`src/rtl/proc_run_ctrl_if.sv`:
```
// Handshake and status bundle between the run controller and whoever launches runs.
// The slave side is the controller; the master side drives start/program data and the processor taps.
interface proc_run_ctrl_if #(
    parameter int DATA_W = 64
);
    logic              start;
    logic [DATA_W-1:0] start_pc;
    logic [DATA_W-1:0] end_pc;
    logic [DATA_W-1:0] expected;
    logic [DATA_W-1:0] currentpc;
    logic [DATA_W-1:0] memtoreg_out;
    logic              proc_reset;
    logic [DATA_W-1:0] proc_startpc;
    logic              busy;
    logic              done;
    logic              pass;
    logic              timeout;
    logic [DATA_W-1:0] result;
    logic [15:0]       cycle_count;
    logic [7:0]        run_count;
    logic [7:0]        pass_count;
    logic              all_passed;

    modport master (
        output start, start_pc, end_pc, expected, currentpc, memtoreg_out,
        input  proc_reset, proc_startpc, busy, done, pass, timeout, result,
               cycle_count, run_count, pass_count, all_passed
    );

    modport slave (
        input  start, start_pc, end_pc, expected, currentpc, memtoreg_out,
        output proc_reset, proc_startpc, busy, done, pass, timeout, result,
               cycle_count, run_count, pass_count, all_passed
    );
endinterface

```
`src/rtl/proc_run_ctrl.sv`:
```
// Run controller for the single-cycle processor: holds it in reset, releases it, watches the PC
// for the end address (or the watchdog), then scores the captured result and keeps run tallies.
module proc_run_ctrl #(
    parameter int          DATA_W       = 64,
    parameter int          RESET_CYCLES = 2,
    parameter logic [15:0] WATCHDOG     = 16'h00FF
) (
    input  logic           CLK,
    input  logic           reset,
    proc_run_ctrl_if.slave bus
);

    localparam int HOLD_W = (RESET_CYCLES < 2) ? 1 : $clog2(RESET_CYCLES + 1);

    typedef enum logic [1:0] {
        S_IDLE = 2'd0,
        S_HOLD = 2'd1,
        S_RUN  = 2'd2,
        S_DONE = 2'd3
    } state_t;

    state_t state;
    state_t next_state;

    logic [HOLD_W-1:0] hold_cnt;
    logic [DATA_W-1:0] start_pc_q;
    logic [DATA_W-1:0] end_pc_q;
    logic [DATA_W-1:0] expected_q;
    logic [DATA_W-1:0] result_q;
    logic [15:0]       cycle_count_q;
    logic [7:0]        run_count_q;
    logic [7:0]        pass_count_q;
    logic              pass_q;
    logic              timeout_q;
    logic              done_q;

    logic              accept;
    logic              end_hit;
    logic              wd_hit;
    logic              match;
    logic [15:0]       cycle_inc;

    function automatic logic [15:0] sat_inc16(input logic [15:0] v);
        return (v == 16'hFFFF) ? v : v + 16'd1;
    endfunction

    always_ff @(posedge CLK) begin
        if (reset) state <= S_IDLE;
        else       state <= next_state;
    end

    // End detection is tested first so it wins over the watchdog on the same edge.
    always_comb begin
        next_state = state;
        accept     = 1'b0;
        end_hit    = 1'b0;
        wd_hit     = 1'b0;
        cycle_inc  = sat_inc16(cycle_count_q);
        match      = (bus.memtoreg_out == expected_q);
        case (state)
            S_IDLE, S_DONE: begin
                if (bus.start) begin
                    accept     = 1'b1;
                    next_state = S_HOLD;
                end
            end
            S_HOLD: begin
                if (hold_cnt <= HOLD_W'(1)) next_state = S_RUN;
            end
            S_RUN: begin
                if (bus.currentpc >= end_pc_q) begin
                    end_hit    = 1'b1;
                    next_state = S_DONE;
                end else if (cycle_inc == WATCHDOG) begin
                    wd_hit     = 1'b1;
                    next_state = S_DONE;
                end
            end
            default: next_state = S_IDLE;
        endcase
    end

    always_ff @(posedge CLK) begin
        if (reset) begin
            hold_cnt      <= '0;
            start_pc_q    <= '0;
            end_pc_q      <= '0;
            expected_q    <= '0;
            result_q      <= '0;
            cycle_count_q <= '0;
            run_count_q   <= '0;
            pass_count_q  <= '0;
            pass_q        <= 1'b0;
            timeout_q     <= 1'b0;
            done_q        <= 1'b0;
        end else begin
            done_q <= end_hit | wd_hit;
            if (accept) begin
                start_pc_q    <= bus.start_pc;
                end_pc_q      <= bus.end_pc;
                expected_q    <= bus.expected;
                hold_cnt      <= HOLD_W'(RESET_CYCLES);
                cycle_count_q <= '0;
                pass_q        <= 1'b0;
                timeout_q     <= 1'b0;
                result_q      <= '0;
            end
            if (state == S_HOLD && hold_cnt != '0) begin
                hold_cnt <= hold_cnt - HOLD_W'(1);
            end
            if (state == S_RUN) begin
                cycle_count_q <= cycle_inc;
                if (end_hit) begin
                    result_q    <= bus.memtoreg_out;
                    pass_q      <= match;
                    timeout_q   <= 1'b0;
                    run_count_q <= run_count_q + 8'd1;
                    if (match) pass_count_q <= pass_count_q + 8'd1;
                end else if (wd_hit) begin
                    result_q    <= bus.memtoreg_out;
                    pass_q      <= 1'b0;
                    timeout_q   <= 1'b1;
                    run_count_q <= run_count_q + 8'd1;
                end
            end
        end
    end

    // The processor runs only in RUN; DONE freezes it back in reset.
    assign bus.proc_reset   = (state != S_RUN);
    assign bus.proc_startpc = start_pc_q;
    assign bus.busy         = (state == S_HOLD) || (state == S_RUN);
    assign bus.done         = done_q;
    assign bus.pass         = pass_q;
    assign bus.timeout      = timeout_q;
    assign bus.result       = result_q;
    assign bus.cycle_count  = cycle_count_q;
    assign bus.run_count    = run_count_q;
    assign bus.pass_count   = pass_count_q;
    assign bus.all_passed   = (pass_count_q == run_count_q) && (run_count_q != 8'd0);

endmodule
```
`src/flat_wrapper.sv`:
```
// flat-port wrapper written by rule: the top's interface ports become plain ports
module proc_run_ctrl_flat 
#(
    parameter int          DATA_W       = 64,
    parameter int          RESET_CYCLES = 2,
    parameter logic [15:0] WATCHDOG     = 16'h00FF
)
  (CLK, reset, bus_start, bus_start_pc, bus_end_pc, bus_expected, bus_currentpc, bus_memtoreg_out, bus_proc_reset, bus_proc_startpc, bus_busy, bus_done, bus_pass, bus_timeout, bus_result, bus_cycle_count, bus_run_count, bus_pass_count, bus_all_passed);
  proc_run_ctrl_if #(.DATA_W(DATA_W)) bus_i ();
  input  logic CLK;
  input  logic reset;
  input wire logic [$bits(bus_i.start)-1:0] bus_start;
  input wire logic [$bits(bus_i.start_pc)-1:0] bus_start_pc;
  input wire logic [$bits(bus_i.end_pc)-1:0] bus_end_pc;
  input wire logic [$bits(bus_i.expected)-1:0] bus_expected;
  input wire logic [$bits(bus_i.currentpc)-1:0] bus_currentpc;
  input wire logic [$bits(bus_i.memtoreg_out)-1:0] bus_memtoreg_out;
  output wire logic [$bits(bus_i.proc_reset)-1:0] bus_proc_reset;
  output wire logic [$bits(bus_i.proc_startpc)-1:0] bus_proc_startpc;
  output wire logic [$bits(bus_i.busy)-1:0] bus_busy;
  output wire logic [$bits(bus_i.done)-1:0] bus_done;
  output wire logic [$bits(bus_i.pass)-1:0] bus_pass;
  output wire logic [$bits(bus_i.timeout)-1:0] bus_timeout;
  output wire logic [$bits(bus_i.result)-1:0] bus_result;
  output wire logic [$bits(bus_i.cycle_count)-1:0] bus_cycle_count;
  output wire logic [$bits(bus_i.run_count)-1:0] bus_run_count;
  output wire logic [$bits(bus_i.pass_count)-1:0] bus_pass_count;
  output wire logic [$bits(bus_i.all_passed)-1:0] bus_all_passed;
  assign bus_i.start = bus_start;
  assign bus_i.start_pc = bus_start_pc;
  assign bus_i.end_pc = bus_end_pc;
  assign bus_i.expected = bus_expected;
  assign bus_i.currentpc = bus_currentpc;
  assign bus_i.memtoreg_out = bus_memtoreg_out;
  assign bus_proc_reset = bus_i.proc_reset;
  assign bus_proc_startpc = bus_i.proc_startpc;
  assign bus_busy = bus_i.busy;
  assign bus_done = bus_i.done;
  assign bus_pass = bus_i.pass;
  assign bus_timeout = bus_i.timeout;
  assign bus_result = bus_i.result;
  assign bus_cycle_count = bus_i.cycle_count;
  assign bus_run_count = bus_i.run_count;
  assign bus_pass_count = bus_i.pass_count;
  assign bus_all_passed = bus_i.all_passed;
  proc_run_ctrl #(.DATA_W(DATA_W), .RESET_CYCLES(RESET_CYCLES), .WATCHDOG(WATCHDOG)) u_core (.CLK(CLK), .reset(reset), .bus(bus_i));
endmodule
```
`config.mk`:
```
export PLATFORM = sky130hd
export DESIGN_NAME = proc_run_ctrl_flat
export DESIGN_NICKNAME = d
export VERILOG_FILES = /design/src/rtl/proc_run_ctrl_if.sv /design/src/rtl/proc_run_ctrl.sv /design/src/flat_wrapper.sv
export SDC_FILE = /design/constraint.sdc
export NUM_CORES = 1
export LEC_CHECK = 0
export CAP_MARGIN = 20
export CORE_AREA = 2 2 192 194
export CTS_CLUSTER_SIZE = 10
export DETAILED_ROUTE_END_ITERATION = 7
export DIE_AREA = 0 0 194 196
export HOLD_SLACK_MARGIN = 0.03
export PLACE_DENSITY_LB_ADDON = 0.15
export SKIP_CTS_REPAIR_TIMING = 1
export SLEW_MARGIN = 15
export SYNTH_ARGS = -nofsm -noshare
export SYNTH_HDL_FRONTEND = slang
export SYNTH_SLANG_ARGS = --single-unit
```
`constraint.sdc`:
```
create_clock -name CLK -period 4 [get_ports CLK]
set_input_delay 0.6 -clock CLK [delete_from_list [all_inputs] [get_ports CLK]]
set_output_delay 0.6 -clock CLK [all_outputs]
set_load 0.05 [all_outputs]
```
# After elaboration in Yosys (flattened, before gate mapping)
# Index checks and enable logic that the tools add are counted.
dict set report totals {
  regBits 295
  in_bits 323
  output_inout_bits 166
  word_cells 74
}
dict set report op_classes {
  n_addsub 4
  order_cmp 2
  n_eq_ne 11
  muxes 31
  bitwise 1
  reduce_logical 13
}
# op n
set op_table {}
lappend op_table {{two-way mux 64 bit} 4}
lappend op_table {{equality test 64 bit} 1}
lappend op_table {{>= comparator 64 bit} 1}
lappend op_table {{two-way mux 16 bit} 3}
lappend op_table {{adder 16 x 1 -> 16 bit (second input constant)} 1}
lappend op_table {{adder 8 x 1 -> 8 bit (second input constant)} 2}
lappend op_table {{equality test 16 bit (second input constant)} 1}
lappend op_table {{equality test 16 x 8 -> 1 bit (second input constant)} 1}
lappend op_table {{two-way mux 8 bit} 2}
lappend op_table {{two-way mux 1 bit} 15}
lappend op_table {{two-way mux 2 bit} 6}
lappend op_table {{equality test 8 bit} 1}
lappend op_table {{nonzero test 2 bit} 4}
lappend op_table {{nonzero test 8 bit} 1}
lappend op_table {{one-hot mux 2 bit (3 select lines)} 1}
lappend op_table {{AND reduction 3 bit} 2}
lappend op_table {{equality test 2 bit (second input constant)} 2}
lappend op_table {{!= test 2 bit (second input constant)} 2}
lappend op_table {{!= test 3 x 1 -> 1 bit (second input constant)} 1}
lappend op_table {{equality test 2 x 1 -> 1 bit (second input constant)} 1}
lappend op_table {{<= comparator 2 x 1 -> 1 bit (second input constant)} 1}
lappend op_table {{logical AND 1 bit} 2}
lappend op_table {{logical NOT 2 bit} 1}
lappend op_table {{!= test 2 x 1 -> 1 bit (second input constant)} 1}
lappend op_table {{other kinds (5)} 5}

# Longest topological paths before layout
# Gate-level depths: netlist of the first run.
dict set report depth {
  ltp_word 9
  depth_mapped 12
  mapped_depth_nobuf 10
}

# Worst setup path before layout of the first run
# No wires, ideal clock.
dict set report synth_path {
  path_type {flip-flop to flip-flop}
  start {register u_core.cycle_count_q[3], in the netlist u_core.bus.cycle_count[3]}
  end {register u_core.run_count_q[5], in the netlist u_core.bus.run_count[5]}
  setup_time_ns 0.070
  arrival_ns 3.338
  required_time_ns 3.930
  slack_ns 0.591
  stages_incl_launch_ff 10
  path_buffers 1
  synth_period_minus_slack_ns 3.409
  path_cell_list {dfxtp_1 -> buf_2 -> nand4_1 -> nor4_1 -> mux2_2 -> nor4b_1 -> o2111ai_1 -> a31o_4 -> or4_1 -> a21oi_1}
}
dict set report synth_between {
  elab_chain_len 8
  elab_cells_between_ends 9
  cone_classes {1 x add/sub; 2 x eq/ne; 4 x mux; 2 x reduce/logical}
}
# element line
set synth_rtl {}
lappend synth_rtl {{start: declaration} proc_run_ctrl.sv:30} ;# logic [15:0] cycle_count_q;
lappend synth_rtl {{start signal: assignment} proc_run_ctrl.sv:112} ;# cycle_count_q <= cycle_inc;
lappend synth_rtl {{adder 16 x 1 -> 16 bit / equality test 16 bit (equally long branches)} proc_run_ctrl.sv:44} ;# return (v == 16'hFFFF) ? v : v + 16'd1;
lappend synth_rtl {{two-way mux 16 bit *} proc_run_ctrl.sv:44}
lappend synth_rtl {{equality test 16 x 8 -> 1 bit *} proc_run_ctrl.sv:74} ;# end else if (cycle_inc == WATCHDOG) begin
lappend synth_rtl {{two-way mux 1 bit *} proc_run_ctrl.sv:74}
lappend synth_rtl {{two-way mux 1 bit *} proc_run_ctrl.sv:71} ;# if (bus.currentpc >= end_pc_q) begin
lappend synth_rtl {{two-way mux 1 bit *} proc_run_ctrl.sv:60} ;# case (state)
lappend synth_rtl {{nonzero test 2 bit (no line) *} --}
lappend synth_rtl {{AND reduction 2 bit (no line) *} --}
lappend synth_rtl {{end signal: assignment} proc_run_ctrl.sv:117} ;# run_count_q <= run_count_q + 8'd1;
lappend synth_rtl {{end signal: assignment} proc_run_ctrl.sv:123} ;# run_count_q <= run_count_q + 8'd1;
lappend synth_rtl {{end: declaration} proc_run_ctrl.sv:31} ;# logic [7:0] run_count_q;
# Mark *: on every way between the ends. The rest lies on a longest branch, timed or not.
# A chain may end at the register's enable or synchronous reset.

# Worst setup path after layout of the first run
dict set report layout_path {
  start {register u_core.cycle_count_q[6], in the netlist u_core.bus.cycle_count[6]}
  end {register u_core.result_q[26], in the netlist u_core.bus.result[26]}
}
dict set report layout_between {
  elab_chain_len 9
  elab_cells_between_ends 10
  cone_classes {1 x add/sub; 2 x eq/ne; 7 x mux}
}
# element line
set layout_rtl {}
lappend layout_rtl {{adder 16 x 1 -> 16 bit / equality test 16 bit (equally long branches)} proc_run_ctrl.sv:44}
lappend layout_rtl {{two-way mux 16 bit *} proc_run_ctrl.sv:44}
lappend layout_rtl {{equality test 16 x 8 -> 1 bit *} proc_run_ctrl.sv:74}
lappend layout_rtl {{two-way mux 1 bit *} proc_run_ctrl.sv:74}
lappend layout_rtl {{two-way mux 1 bit *} proc_run_ctrl.sv:71}
lappend layout_rtl {{two-way mux 1 bit *} proc_run_ctrl.sv:60}
lappend layout_rtl {{two-way mux 64 bit *} proc_run_ctrl.sv:119} ;# end else if (wd_hit) begin
lappend layout_rtl {{two-way mux 64 bit *} proc_run_ctrl.sv:113} ;# if (end_hit) begin
lappend layout_rtl {{two-way mux 64 bit *} proc_run_ctrl.sv:111} ;# if (state == S_RUN) begin
lappend layout_rtl {{end signal: assignment} proc_run_ctrl.sv:114} ;# result_q <= bus.memtoreg_out;
lappend layout_rtl {{end signal: assignment} proc_run_ctrl.sv:120} ;# result_q <= bus.memtoreg_out;
lappend layout_rtl {{end: declaration} proc_run_ctrl.sv:29} ;# logic [DATA_W-1:0] result_q;
# Marks and branches as above.

==> metrics.md, run 1 <==
| Metric | Value |
|---|---|
| Overflow after GRT | `0` |
| Count leader, synth | `nand2_1` |
| Max Root-Sink Buffers | `3` |
| Share of the synthesized area in the top cell type | `44.1%` |
| Data arrival, critical path | `3.84 ns` |
| Area grow syn2layout | `47.2%` |
| Max Cap Violations | `0` |
| Cell Area, Synth | `13400 µm²` |
| Clock sinks | `295` |
| Leakage | `7.07 nW` |
| CP endpoint kind | `flop` |
| Remaining antenna violation count after routing | `0` |
| Clock-pin transition on the worst setup and hold timing paths | `0.05 ns` |
| Vias in the first global route | `13000` |
| Worst Skew | `0.0126 ns` |
| CTS buffer count | `36` |
| WHS Path Cells | `2` |
| Syn Inst Count | `1725` |
| Drt first pass iters | `5` |
| Main synth FF type | `dfxtp_1` |
| Setup ws final | `0.508 ns` |
| Initial antenna violation count | `5` |
| Worst rel slew slack | `47.9%` |
| Slowest CP cell | `dfxtp_1` |
| Cell row count | `70` |
| CP dominant cell by count | `buf_4` |
| Synth warnings | `0` |
| Commonest cells post-synth | `478 x nand2_1, 309 x a21oi_1, 295 x dfxtp_1` |
| Syn nets | `2121` |
| Gr usage total | `24.2%` |
| IO Pins | `489` |
| Share of flip-flops with an asynchronous set or reset | `0%` |
| Die width | `194 µm` |
| Fill cells | `3457` |
| Worst Path Required | `4.35 ns` |
| Share of the yosys chip area belonging to registers | `44.1%` |
| Worst-path cell chain | `nand4_1 > nor4_1 > mux2_2 > nor4b_1 > o2111ai_1 > buf_4 > a31o_4 > buf_4 > nand3_1 > a21oi_1` |
| Gpl congestion | `0.878` |
| Power Dens Cells | `557 nW/µm²` |
| Crit path kind | `flop to flop` |
| Final Hold Vio Count | `0` |
| Worst hold slack | `0.451 ns` |
| WL final | `48000 µm` |
| Root Buffer | `clkbuf_16` |
| Distinct cells, synth | `56` |
| Die footprint | `38000 µm²` |
| Core outline area | `36100 µm²` |
| CP startpoint kind | `flop` |
| Avg WL per Cell | `18.1 µm` |
| Placed cells | `2596` |
| First-pass GRT wire length | `73200 µm` |
| CTS H-Tree Depth | `2` |
| Drt drc | `0` |
| Mean area per synthesized cell | `7.77 µm²` |
| Hold path startpoint | `u_core.bus.proc_startpc[13]$_SDFFE_PP0P_` |
| Register bit count reported by yosys | `295` |
| Crit Path Max Fanout | `42` |
| Vias/cell | `5.04` |
| VDD IR max | `0.375 mV` |
| Setup tns final | `0 ns` |
| RR Startpoint | `u_core.bus.cycle_count[6]$_SDFFE_PP0P_` |
| Fmax | `286 MHz` |
| Final Non-Filler Cells | `2649` |
| HPWL after detailed placement | `35100 µm` |
| Area contributors post-synth | `dfxtp_1 44%, nand2_1 13%, a21oi_1 12%` |
| Port Buffers | `488` |
| Status | `finished, final reports clean` |
| R2r worst-path depth | `10` |
| Leading area contributor after synthesis | `dfxtp_1` |
| Die Ht | `196 µm` |
| Worst hold path type | `flop to flop` |
| Tcrit/Tclk final | `87.3%` |
| Final setup viols | `0` |
| Critical path launch point | `u_core.bus.cycle_count[6]$_SDFFE_PP0P_` |
| Place WS | `0.0829 ns` |
| Slew Limit Fails | `0` |
| Share of cells above drive strength 1 | `3.77%` |
| TritonCTS clock tree | `built` |
| Final nets | `2562` |
| Starting DRT DRC Count | `706` |
| Starting density of the core | `37.1%` |
| Minimum clock period | `3.49 ns` |
| Largest net degree at the start of global routing | `118` |
| Power Total | `0.0110 W` |
| Via count | `13300` |
| EDFF count, synth | `0` |
| Skew-Pair Late Insertion Delay | `0.50 ns` |
| CP peak stage delay | `0.54 ns` |
| Actual transition at the worst max-transition pin | `0.775 ns` |
| Unrepaired setup endpoints after global routing | `false` |
## worst max-delay path, delay by kind of cell (launching register included)
family	cells	cell delay (ns)
buffers and inverters	2	0.51
AND/OR/NAND/NOR	4	1.25
AO/OA/AOI/OAI	3	0.60
flip-flops	1	0.54
multiplexers	1	0.38
## state kept, by name (all words and copies together), names as in the netlist
signal,count
u_core.bus.pass,1
u_core.bus.result,64
u_core.bus.pass_count,8
u_core.bus.cycle_count,16
u_core.bus.run_count,8
u_core.bus.timeout,1
u_core.expected_q,64
u_core.end_pc_q,64
u_core.bus.proc_startpc,64
u_core.state,2
u_core.bus.done,1
u_core.hold_cnt,2
## stage by stage
stage / utilization [%] / cell area [µm²]
after detailed placement: 51.9 / 18700
after floorplan: - / 13400
after global routing: 54.7 / 19700
after CTS: 54.6 / 19700
final: 54.7 / 19700
after global placement: 51.9 / 18700
## cells by family after synthesis
family	synth area share [%]
and+or+nand+nor	22.6
AOI/OAI and AO/OA	15.9
adders and majority gates	6.81
buffers and inverters	5.49
muxes	0.233
DFF	44.1
xor gates and xnor gates	4.90
## metal layers
metal  vias up  wire length, µm  GRT usage, %
li1       6693                -             -
met2       438            22700          40.4
met5         -                0             0
met4         0             1260          8.08
met3        69             3750          6.46
met1      6149            20300          30.2
## where the power goes
part | total (W) | switching, W | internal, W
Clock | 0.00290 | 0.00120 | 0.00169
Combinational | 0.00433 | 0.00280 | 0.00153
Sequential | 0.00377 | 0.000293 | 0.00347
## layout make-up
| cell class | count | area [µm²] | share of cell area, % |
|---|---|---|---|
| clock inverters | 1 | 5.00 | 0.0254 |
| repair buffers | 514 | 5160 | 26.2 |
| multi-input cells | 1240 | 6780 | 34.4 |
| diodes | 5 | 12.5 | 0.0634 |
| inverters | 79 | 297 | 1.50 |
| well taps | 468 | 586 | 2.97 |
| flip-flops and latches | 295 | 5910 | 29.9 |
| clock buffers | 47 | 983 | 4.98 |
## cells in the final DEF (no fill, tap or decap), drive strengths merged, types with 7 or more instances in the layout
cell type      netlist  routed
a211oi               7       7
a21o                 7       7
a21oi              309     309
a31oi                8       8
and3                15      15
buf                 23      27
clkbuf              88      47
clkdlybuf4s50        0     487
dfxtp              295     295
ha                  73      73
inv                 78      78
nand2              478     478
nand3               88      88
nand4               37      37
nor2                32      32
nor3                12      12
nor4                 7       7
o21ai               20      20
xnor2               69      69
## worst paths after layout
check / endpoint / slack [ns]
max reg2reg: u_core.bus.result[26]$_SDFF_PP0_ / 0.51
min reg2reg: u_core.bus.proc_startpc[13]$_SDFFE_PP0P_ / 0.45
min: u_core.bus.proc_startpc[13]$_SDFFE_PP0P_ / 0.45
max: u_core.bus.result[26]$_SDFF_PP0_ / 0.51
Power figures use the tool's default switching activity.
==> run 2: changes to the inputs <==
- CORE_AREA: 2 2 192 194 -> not set
- CORE_MARGIN: not set -> 2
- CORE_UTILIZATION: not set -> 30
- DIE_AREA: 0 0 194 196 -> not set
==> run 2 against run 1 <==
Sequential share of layout area fell by 0.49 points. Non-clock buffer count fell by 2. Global-route usage fell by 2.9 points. First-iteration DRC count rose by 20%. Clock skew rose by 0.00076 ns. Hold slack barely moved. Die area rose by 22%. Utilization fell by 9.2 points. Final cell count rose by 5.1%.
==> metrics.md, run 2 (synthesis results as in run 1) <==
| Metric | Value |
|---|---|
| Vias/cell | `4.85` |
| P_int | `0.00696 W` |
| Starting DRT DRC Count | `845` |
| Actual transition at the worst max-transition pin | `0.761 ns` |
| Combinational share of power | `38.3%` |
| Crit Path Max Fanout | `14` |
| Reg power frac | `33.2%` |
| Setup tns final | `0 ns` |
| Most frequent cells in the layout | `487 x clkdlybuf4s50_1, 477 x nand2_1, 309 x a21oi_1` |
| Power Total | `0.0113 W` |
| Sw Share | `38.7%` |
| Skew-Pair Late Insertion Delay | `0.54 ns` |
| Via count | `13500` |
| Gpl congestion | `0.888` |
| Worst Path Required | `4.46 ns` |
| Leakage | `7.15 nW` |
| Worst hold path type | `flop to flop` |
| Setup ws final | `0.405 ns` |
| Status | `finished, final reports clean` |
| Core outline area | `44100 µm²` |
| Max Root-Sink Buffers | `3` |
| Port Buffers | `488` |
| Avg WL per Cell | `18.2 µm` |
| Drt drc | `0` |
| Final nets | `2562` |
| Worst Skew | `0.0134 ns` |
| Tcrit/Tclk final | `89.9%` |
| CP endpoint kind | `flop` |
| First-pass GRT wire length | `77700 µm` |
| Drt first pass iters | `5` |
| Clk network pwr share | `28.5%` |
| Crit path kind | `flop to flop` |
| Commonest non-fill, non-tap cell in the layout | `clkdlybuf4s50_1` |
| Place WS | `0.122 ns` |
| VDD IR max | `0.354 mV` |
| Final Non-Filler Cells | `2785` |
| HPWL after detailed placement | `36800 µm` |
| Unrepaired setup endpoints after global routing | `false` |
| Share of cells above drive strength 1 | `3.98%` |
| Worst hold slack | `0.451 ns` |
| CP startpoint kind | `flop` |
| Die footprint | `46400 µm²` |
| WL final | `50600 µm` |
| CTS buffer count | `38` |
| Switching power | `0.00439 W` |
| Minimum clock period | `3.59 ns` |
| Clock sinks | `295` |
| Clock-pin transition on the worst setup and hold timing paths | `0.05 ns` |
| CTS H-Tree Depth | `2` |
| Max Cap Violations | `0` |
| Overflow after GRT | `0` |
| Die Ht | `215 µm` |
| Remaining antenna violation count after routing | `0` |
| Area grow syn2layout | `49.7%` |
| Worst rel slew slack | `48.9%` |
| Cell row count | `77` |
| Gr usage total | `21.3%` |
| Placed cells | `2718` |
| Data arrival, critical path | `4.06 ns` |
| Die width | `215 µm` |
| Largest net degree at the start of global routing | `111` |
| Fmax | `278 MHz` |
| Starting density of the core | `30.4%` |
| Slew Limit Fails | `0` |
| Initial antenna violation count | `8` |
| Final setup viols | `0` |
| Root Buffer | `clkbuf_16` |
| TritonCTS clock tree | `built` |
| Vias in the first global route | `13200` |
| Final Hold Vio Count | `0` |
| IO Pins | `489` |
| Power Dens Cells | `566 nW/µm²` |
run 2: worst paths after layout:
path | start | to | slack [ns] | cells after the start
min | u_core.bus.proc_startpc[12]$_SDFFE_PP0P_ | u_core.bus.proc_startpc[12]$_SDFFE_PP0P_ | 0.45 | 2
min reg2reg | u_core.bus.proc_startpc[12]$_SDFFE_PP0P_ | u_core.bus.proc_startpc[12]$_SDFFE_PP0P_ | 0.45 | 2
max | u_core.bus.cycle_count[3]$_SDFFE_PP0P_ | u_core.bus.run_count[7]$_SDFFE_PP0P_ | 0.41 | 8
max reg2reg | u_core.bus.cycle_count[3]$_SDFFE_PP0P_ | u_core.bus.run_count[7]$_SDFFE_PP0P_ | 0.41 | 8
run 2: layer usage:
| layer | up-vias | track usage, % | part of all wire, % | wire length (µm) |
|---|---|---|---|---|
| li1 | 6703 | - | - | - |
| met1 | 6320 | 27.0 | 44 | 22000 |
| met2 | 397 | 34.6 | 47 | 23600 |
| met3 | 74 | 6.06 | 7.2 | 3640 |
| met4 | 4 | 7.52 | 2.5 | 1260 |
| met5 | - | 0 | 0.053 | 27 |
run 2: power groups by stage:
stage | combinational [W] | clock (W) | sequential [W]
detailed placement | 0.00440 | 0 | 0.00382
global placement | 0.00434 | 0 | 0.00380
floorplan | 0.00197 | 0 | 0.00458
finish | 0.00435 | 0.00324 | 0.00376
global route | 0.00475 | 0.00346 | 0.00383
CTS | 0.00441 | 0.00334 | 0.00376
run 2: through the flow:
step	area [µm²]	utilization, %
final	20100	45.5
after global routing	20100	45.5
after CTS	20000	45.4
after detailed placement	18900	42.8
after global placement	18900	42.8
after floorplan	13400	-
run 2: final cells by class:
| class | instances | area (µm²) |
|---|---|---|
| fillers | 4445 | 24100 |
| multi-input cells | 1240 | 6780 |
| flip-flops and latches | 295 | 5910 |
| repair buffers | 512 | 5170 |
| clock buffers | 60 | 1150 |
| well taps | 592 | 741 |
| inverters | 79 | 297 |
| diodes | 6 | 15.0 |
| clock inverters | 1 | 5.00 |
run 2: worst max-delay path, cell delays in order, from the launching register on:
cell and delay (ns):
dfxtp_1 0.52, nand4_1 0.25, nor4_1 0.44, mux2_2 0.38, nor4b_1 0.40, o2111ai_1 0.42
a31o_4 0.43, or4_1 0.51, a21oi_1 0.16
==> run 3: changes to the inputs <==
- CTS_BUF_LIST: not set -> sky130_fd_sc_hd__clkbuf_4 sky130_fd_sc_hd__clkbuf_8
- GPL_TIMING_DRIVEN: not set -> 1
==> run 3 against run 2 <==
Design area up 0.45%. Critical path depth stayed put. Worst setup slack improved by 0.015 ns. Routed wire length increased by 0.37%. Final cell count rose by 1.4%. Critical endpoint unchanged. Largest power group unchanged.
==> metrics.md, run 3 (synthesis results as in run 1) <==
| Metric | Value |
|---|---|
| Unrepaired setup endpoints after global routing | `false` |
| Overflow after GRT | `0` |
| Largest net degree at the start of global routing | `111` |
| Gr usage total | `21.3%` |
| Final Hold Vio Count | `0` |
| Max Root-Sink Buffers | `3` |
| Via count | `13600` |
| Drt first pass iters | `5` |
| Status | `finished, final reports clean` |
| Clock-pin transition on the worst setup and hold timing paths | `0.06 ns` |
| Slew Limit Fails | `0` |
| Die footprint | `46400 µm²` |
| Worst Path Required | `4.55 ns` |
| Worst Skew | `0.0198 ns` |
| Cell row count | `77` |
| Final setup viols | `0` |
| Tcrit/Tclk final | `89.5%` |
| Top Family by Delay on Critical Path | `simple AND/OR/NAND/NOR gates` |
| Area grow syn2layout | `50.3%` |
| HPWL after detailed placement | `36800 µm` |
| Drt drc | `0` |
| Final nets | `2580` |
| Vias in the first global route | `13300` |
| Clock sinks | `295` |
| Crit Path Max Fanout | `14` |
| Minimum clock period | `3.58 ns` |
| Vias/cell | `4.80` |
| Core outline area | `44100 µm²` |
| CP startpoint kind | `flop` |
| Starting density of the core | `30.4%` |
| CP bufs+invs | `0` |
| Remaining antenna violation count after routing | `0` |
| R2r setup slk | `0.42 ns` |
| Data arrival, critical path | `4.13 ns` |
| Die Ht | `215 µm` |
| Die width | `215 µm` |
| Power Dens Cells | `564 nW/µm²` |
| Avg WL per Cell | `18.0 µm` |
| VDD IR max | `0.372 mV` |
| Share of cells above drive strength 1 | `6.29%` |
| Starting DRT DRC Count | `749` |
| Port Buffers | `488` |
| WL final | `50800 µm` |
| Root Buffer | `clkbuf_8` |
| Actual transition at the worst max-transition pin | `0.770 ns` |
| Fill cells | `4431` |
| Most frequent cells in the layout | `487 x clkdlybuf4s50_1, 477 x nand2_1, 309 x a21oi_1` |
| Commonest non-fill, non-tap cell in the layout | `clkdlybuf4s50_1` |
| Initial antenna violation count | `8` |
| Slowest CP cell | `dfxtp_1` |
| Fmax | `279 MHz` |
| TritonCTS clock tree | `built` |
| CTS H-Tree Depth | `2` |
| First-pass GRT wire length | `77600 µm` |
| Area taken by multi-input logic gates | `6780 µm²` |
| Crit path kind | `flop to flop` |
| Skew-Pair Late Insertion Delay | `0.64 ns` |
| IO Pins | `489` |
| Worst hold slack | `0.451 ns` |
| Register area | `5910 µm²` |
| Worst rel slew slack | `48.3%` |
| CTS buffer count | `56` |
| CP peak stage delay | `0.52 ns` |
| Leakage | `7.24 nW` |
| Gpl congestion | `0.888` |
| Worst-path cell chain | `nand4_1 > nor4_1 > mux2_2 > nor4b_1 > o2111ai_1 > a31o_4 > or4_1 > a21oi_1` |
| Max Cap Violations | `0` |
| Setup tns final | `0 ns` |
| Worst hold path type | `flop to flop` |
| CP endpoint kind | `flop` |
-- run 3: cell types whose count changed in the layout (fill, tap and decap cells not counted), sizes merged --
cell and delta:
bufinv +2, clkinv +3, clkbuf +31, clkinvlp +3
-- run 3: worst register-to-register path: stages, from the launching register on --
cell and delay [ns]:
dfxtp_1 0.52, nand4_1 0.26, nor4_1 0.44, mux2_2 0.39, nor4b_1 0.39, o2111ai_1 0.42
a31o_4 0.43, or4_1 0.51, a21oi_1 0.15
-- run 3: per-layer routing --
| layer | up-vias | global-route usage, % | routed length (µm) |
|---|---|---|---|
| met3 | 85 | 6.16 | 3700 |
| met1 | 6313 | 26.8 | 22100 |
| met5 | - | 0 | 27 |
| met2 | 426 | 34.5 | 23600 |
| met4 | 4 | 8.21 | 1360 |
| li1 | 6738 | - | - |
-- run 3: through the flow --
stage	util [%]	total power [W]	area (µm²)	setup slack, ns	std cells
2_1_floorplan	-	0.00655	13400	0.591	1725
3_3_place_gp	42.8	0.00814	18900	0.143	2718
3_5_place_dp	42.8	0.00822	18900	0.122	2718
4_1_cts	45.6	0.0115	20100	0.442	2818
5_1_grt	45.7	0.0121	20200	0.0792	2824
6_report	45.7	0.0114	20200	0.421	2824
-- run 3: path summary, 6_finish.rpt --
| check | start | depth (start not counted) | end |
|---|---|---|---|
| worst max-delay path | u_core.bus.cycle_count[3]$_SDFFE_PP0P_ | 8 | u_core.bus.run_count[7]$_SDFFE_PP0P_ |
| worst min register to register | u_core.bus.proc_startpc[23]$_SDFFE_PP0P_ | 2 | u_core.bus.proc_startpc[23]$_SDFFE_PP0P_ |
| worst min-delay path | u_core.bus.proc_startpc[23]$_SDFFE_PP0P_ | 2 | u_core.bus.proc_startpc[23]$_SDFFE_PP0P_ |
| worst max register to register | u_core.bus.cycle_count[3]$_SDFFE_PP0P_ | 8 | u_core.bus.run_count[7]$_SDFFE_PP0P_ |
-- run 3: area by class of cell --
type / count / share of cell area (%)
inverters: 79 / 1.47
multi-input cells: 1240 / 33.7
repair buffers: 512 / 25.7
diodes: 6 / 0.0745
clock buffers: 91 / 5.66
clock inverters: 9 / 0.509
flip-flops and latches: 295 / 29.3
well taps: 592 / 3.68
-- run 3: where the power goes --
part           switching [W]  internal, W  total, W
combinational        0.00281      0.00154   0.00435
clock                0.00134      0.00192   0.00326
sequential          0.000288      0.00347   0.00376
==> edit (settings of run 3) <==
Reset style: asynchronous (`reset`), changed in 2 clocked blocks.
--- a/src/rtl/proc_run_ctrl.sv
+++ b/src/rtl/proc_run_ctrl.sv
@@ -44,7 +44,7 @@
         return (v == 16'hFFFF) ? v : v + 16'd1;
     endfunction
 
-    always_ff @(posedge CLK) begin
+    always_ff @(posedge CLK or posedge reset) begin
         if (reset) state <= S_IDLE;
         else       state <= next_state;
     end
@@ -80,7 +80,7 @@
         endcase
     end
 
-    always_ff @(posedge CLK) begin
+    always_ff @(posedge CLK or posedge reset) begin
         if (reset) begin
             hold_cnt      <= '0;
             start_pc_q    <= '0;
Check against the original RTL: differs if reset is asserted again (counterexample within 4 cycles, from zero or initial values and one cycle with reset high); with reset held inactive, the same outputs for 4 cycles.
==> edit against run 3 <==
Clock power is 3% lower. Global-route usage is 3.0 points lower. First-iteration DRC count fell by 16%. Power grew 41%. Final area up 4.8%. Synthesized area grew 6.4%. Critical path depth is 2 lower. Wire length decreased by 10%. Non-clock buffer count rose by 1. Sequential cell count unchanged. Worst setup slack better by 0.30 ns. Worst hold slack worse by 0.11 ns. Critical path type is now reg -> out. Highest routed layer unchanged.
==> edit: results (changes against run 3) <==
| Metric | Value |
|---|---|
| Max FO, Critical Path | `4 (was 14)` |
| Cell Count, Final, Fillers Out | `2502 (was 2824)` |
| Met2 wire length | `21600 um (was 23600 um)` |
| Pin count of the biggest net entering global routing | `127 (was 111)` |
| Share of layout cells above drive strength 1 | `14.6% (was 6.29%)` |
| Cells after DPL | `2386 (was 2718)` |
| Fraction of registers with async set/reset | `100% (was 0%)` |
| Gate Count Post-Synth | `1331 (was 1725)` |
| Outcome | `finished, final reports clean (unchanged)` |
| Delay-heaviest family, CP | `buffers and inverters (was simple AND/OR/NAND/NOR gates)` |
| Num CTS Buffers | `57 (was 56)` |
| Post-synthesis cell type count | `62 (was 56)` |
| Met3 Resource Use GR | `6.02% (was 6.16%)` |
| GR Util All Layers | `18.3% (was 21.3%)` |
| HP Class | `in -> async (was reg -> reg)` |
| Dpl hpwl | `34600 um (was 36800 um)` |
| Slowest cell on the critical path | `clkdlybuf4s50_1 (was dfxtp_1)` |
| P_comb | `7.97 mW (was 4.35 mW)` |
| Routability congestion estimate | `0.829 (was 0.888)` |
| Max VDD drop | `0.572 mV (was 0.372 mV)` |
| Placed cell area | `0.0199 mm2 (was 0.0189 mm2)` |
| Final worst clock skew | `0.0295 ns (was 0.0198 ns)` |
| Relative slew slack | `39.6% (was 48.3%)` |
| M1 WL | `18800 um (was 22100 um)` |
| First-pass GRT wire length | `70300 um (was 77600 um)` |
| Most numerous cell in the Yosys netlist | `dfrtp_1 (was nand2_1)` |
| DR vias/cell | `4.61 (was 4.80)` |
| Crit-path max cell delay | `0.85 ns (was 0.52 ns)` |
| Nets | `2234 (was 2580)` |
| Seq group | `4.94 mW (was 3.76 mW)` |
| Number of global-route vias before repair | `12054 (was 13310)` |
| Post-synth top cells | `295 x dfrtp_1, 239 x nand2_1, 130 x mux2_2 (was 478 x nand2_1, 309 x a21oi_1, 295 x dfxtp_1)` |
| Cell-internal power | `9.28 mW (was 6.93 mW)` |
| Crit path DAT | `2.68 ns (was 4.13 ns)` |
| Routed WL | `45500 um (was 50800 um)` |
| Syn Nets | `1727 (was 2121)` |
| Total length of routed met3 wires | `3660 um (was 3700 um)` |
| Filler cell count | `4485 (was 4431)` |
| Global Route met1 Usage | `22.5% (was 26.8%)` |
| Top post-synthesis cells by area | `dfrtp_1 52%, mux2_2 10%, ha_1 6.4% (was dfxtp_1 44%, nand2_1 13%, a21oi_1 12%)` |
| Register area share after synthesis | `51.7% (was 44.1%)` |
| Initial antenna violation count | `20 (was 8)` |
| Pleak | `8.91 nW (was 7.24 nW)` |
| 1st-pass router iterations | `4 (was 5)` |
## edit: worst paths after layout
kind / cells past startpoint / start / slack (ns) / endpoint
max: 6 / u_core.bus.run_count[1] / 0.72 / bus_all_passed
min: 2 / reset / 0.34 / u_core.bus.proc_startpc[14]
min reg2reg: 1 / u_core.bus.proc_startpc[60] / 0.50 / u_core.bus.proc_startpc[60]
max in group asynchronous: 4 / reset / 2.65 / u_core.bus.result[16]
min in group CLK: 1 / u_core.bus.proc_startpc[60] / 0.50 / u_core.bus.proc_startpc[60]
max reg2reg: 9 / u_core.end_pc_q[45] / 0.80 / u_core.bus.pass_count[1]
## edit: layout make-up
| type | instances | area share [%] |
|---|---|---|
| antenna | 16 | 0.190 |
| clock buffer | 93 | 5.53 |
| clock inverter | 7 | 0.201 |
| inverter | 82 | 1.47 |
| multi-input combinational | 889 | 29.5 |
| sequential | 295 | 34.9 |
| tap | 607 | 3.59 |
| timing repair buffer | 513 | 24.6 |
## edit: logic make-up after synthesis
family | count (synthesis) | share of synthesized area (%)
DFF | 295 | 51.7
and+or+nand+nor | 362 | 11.9
AOI/OAI and AO/OA | 230 | 9.22
adders and majority gates | 73 | 6.40
xor gates and xnor gates | 91 | 5.59
buffers and inverters | 147 | 4.73
muxes | 133 | 10.5
## edit: stage by stage
step                      TNS, ns  setup slack [ns]  utilization [%]  hold WS, ns  power [mW]
final                           0             0.723             45.2        0.341        16.1
after global routing            0             0.486             45.2        0.333        17.1
after CTS                       0             0.607             45.1        0.274        16.3
after detailed placement        0             0.132             42.5        0.493        13.1
after global placement          0             0.139             42.5        0.485        12.9
after floorplan           -152.55            -0.517                -        0.484        10.3
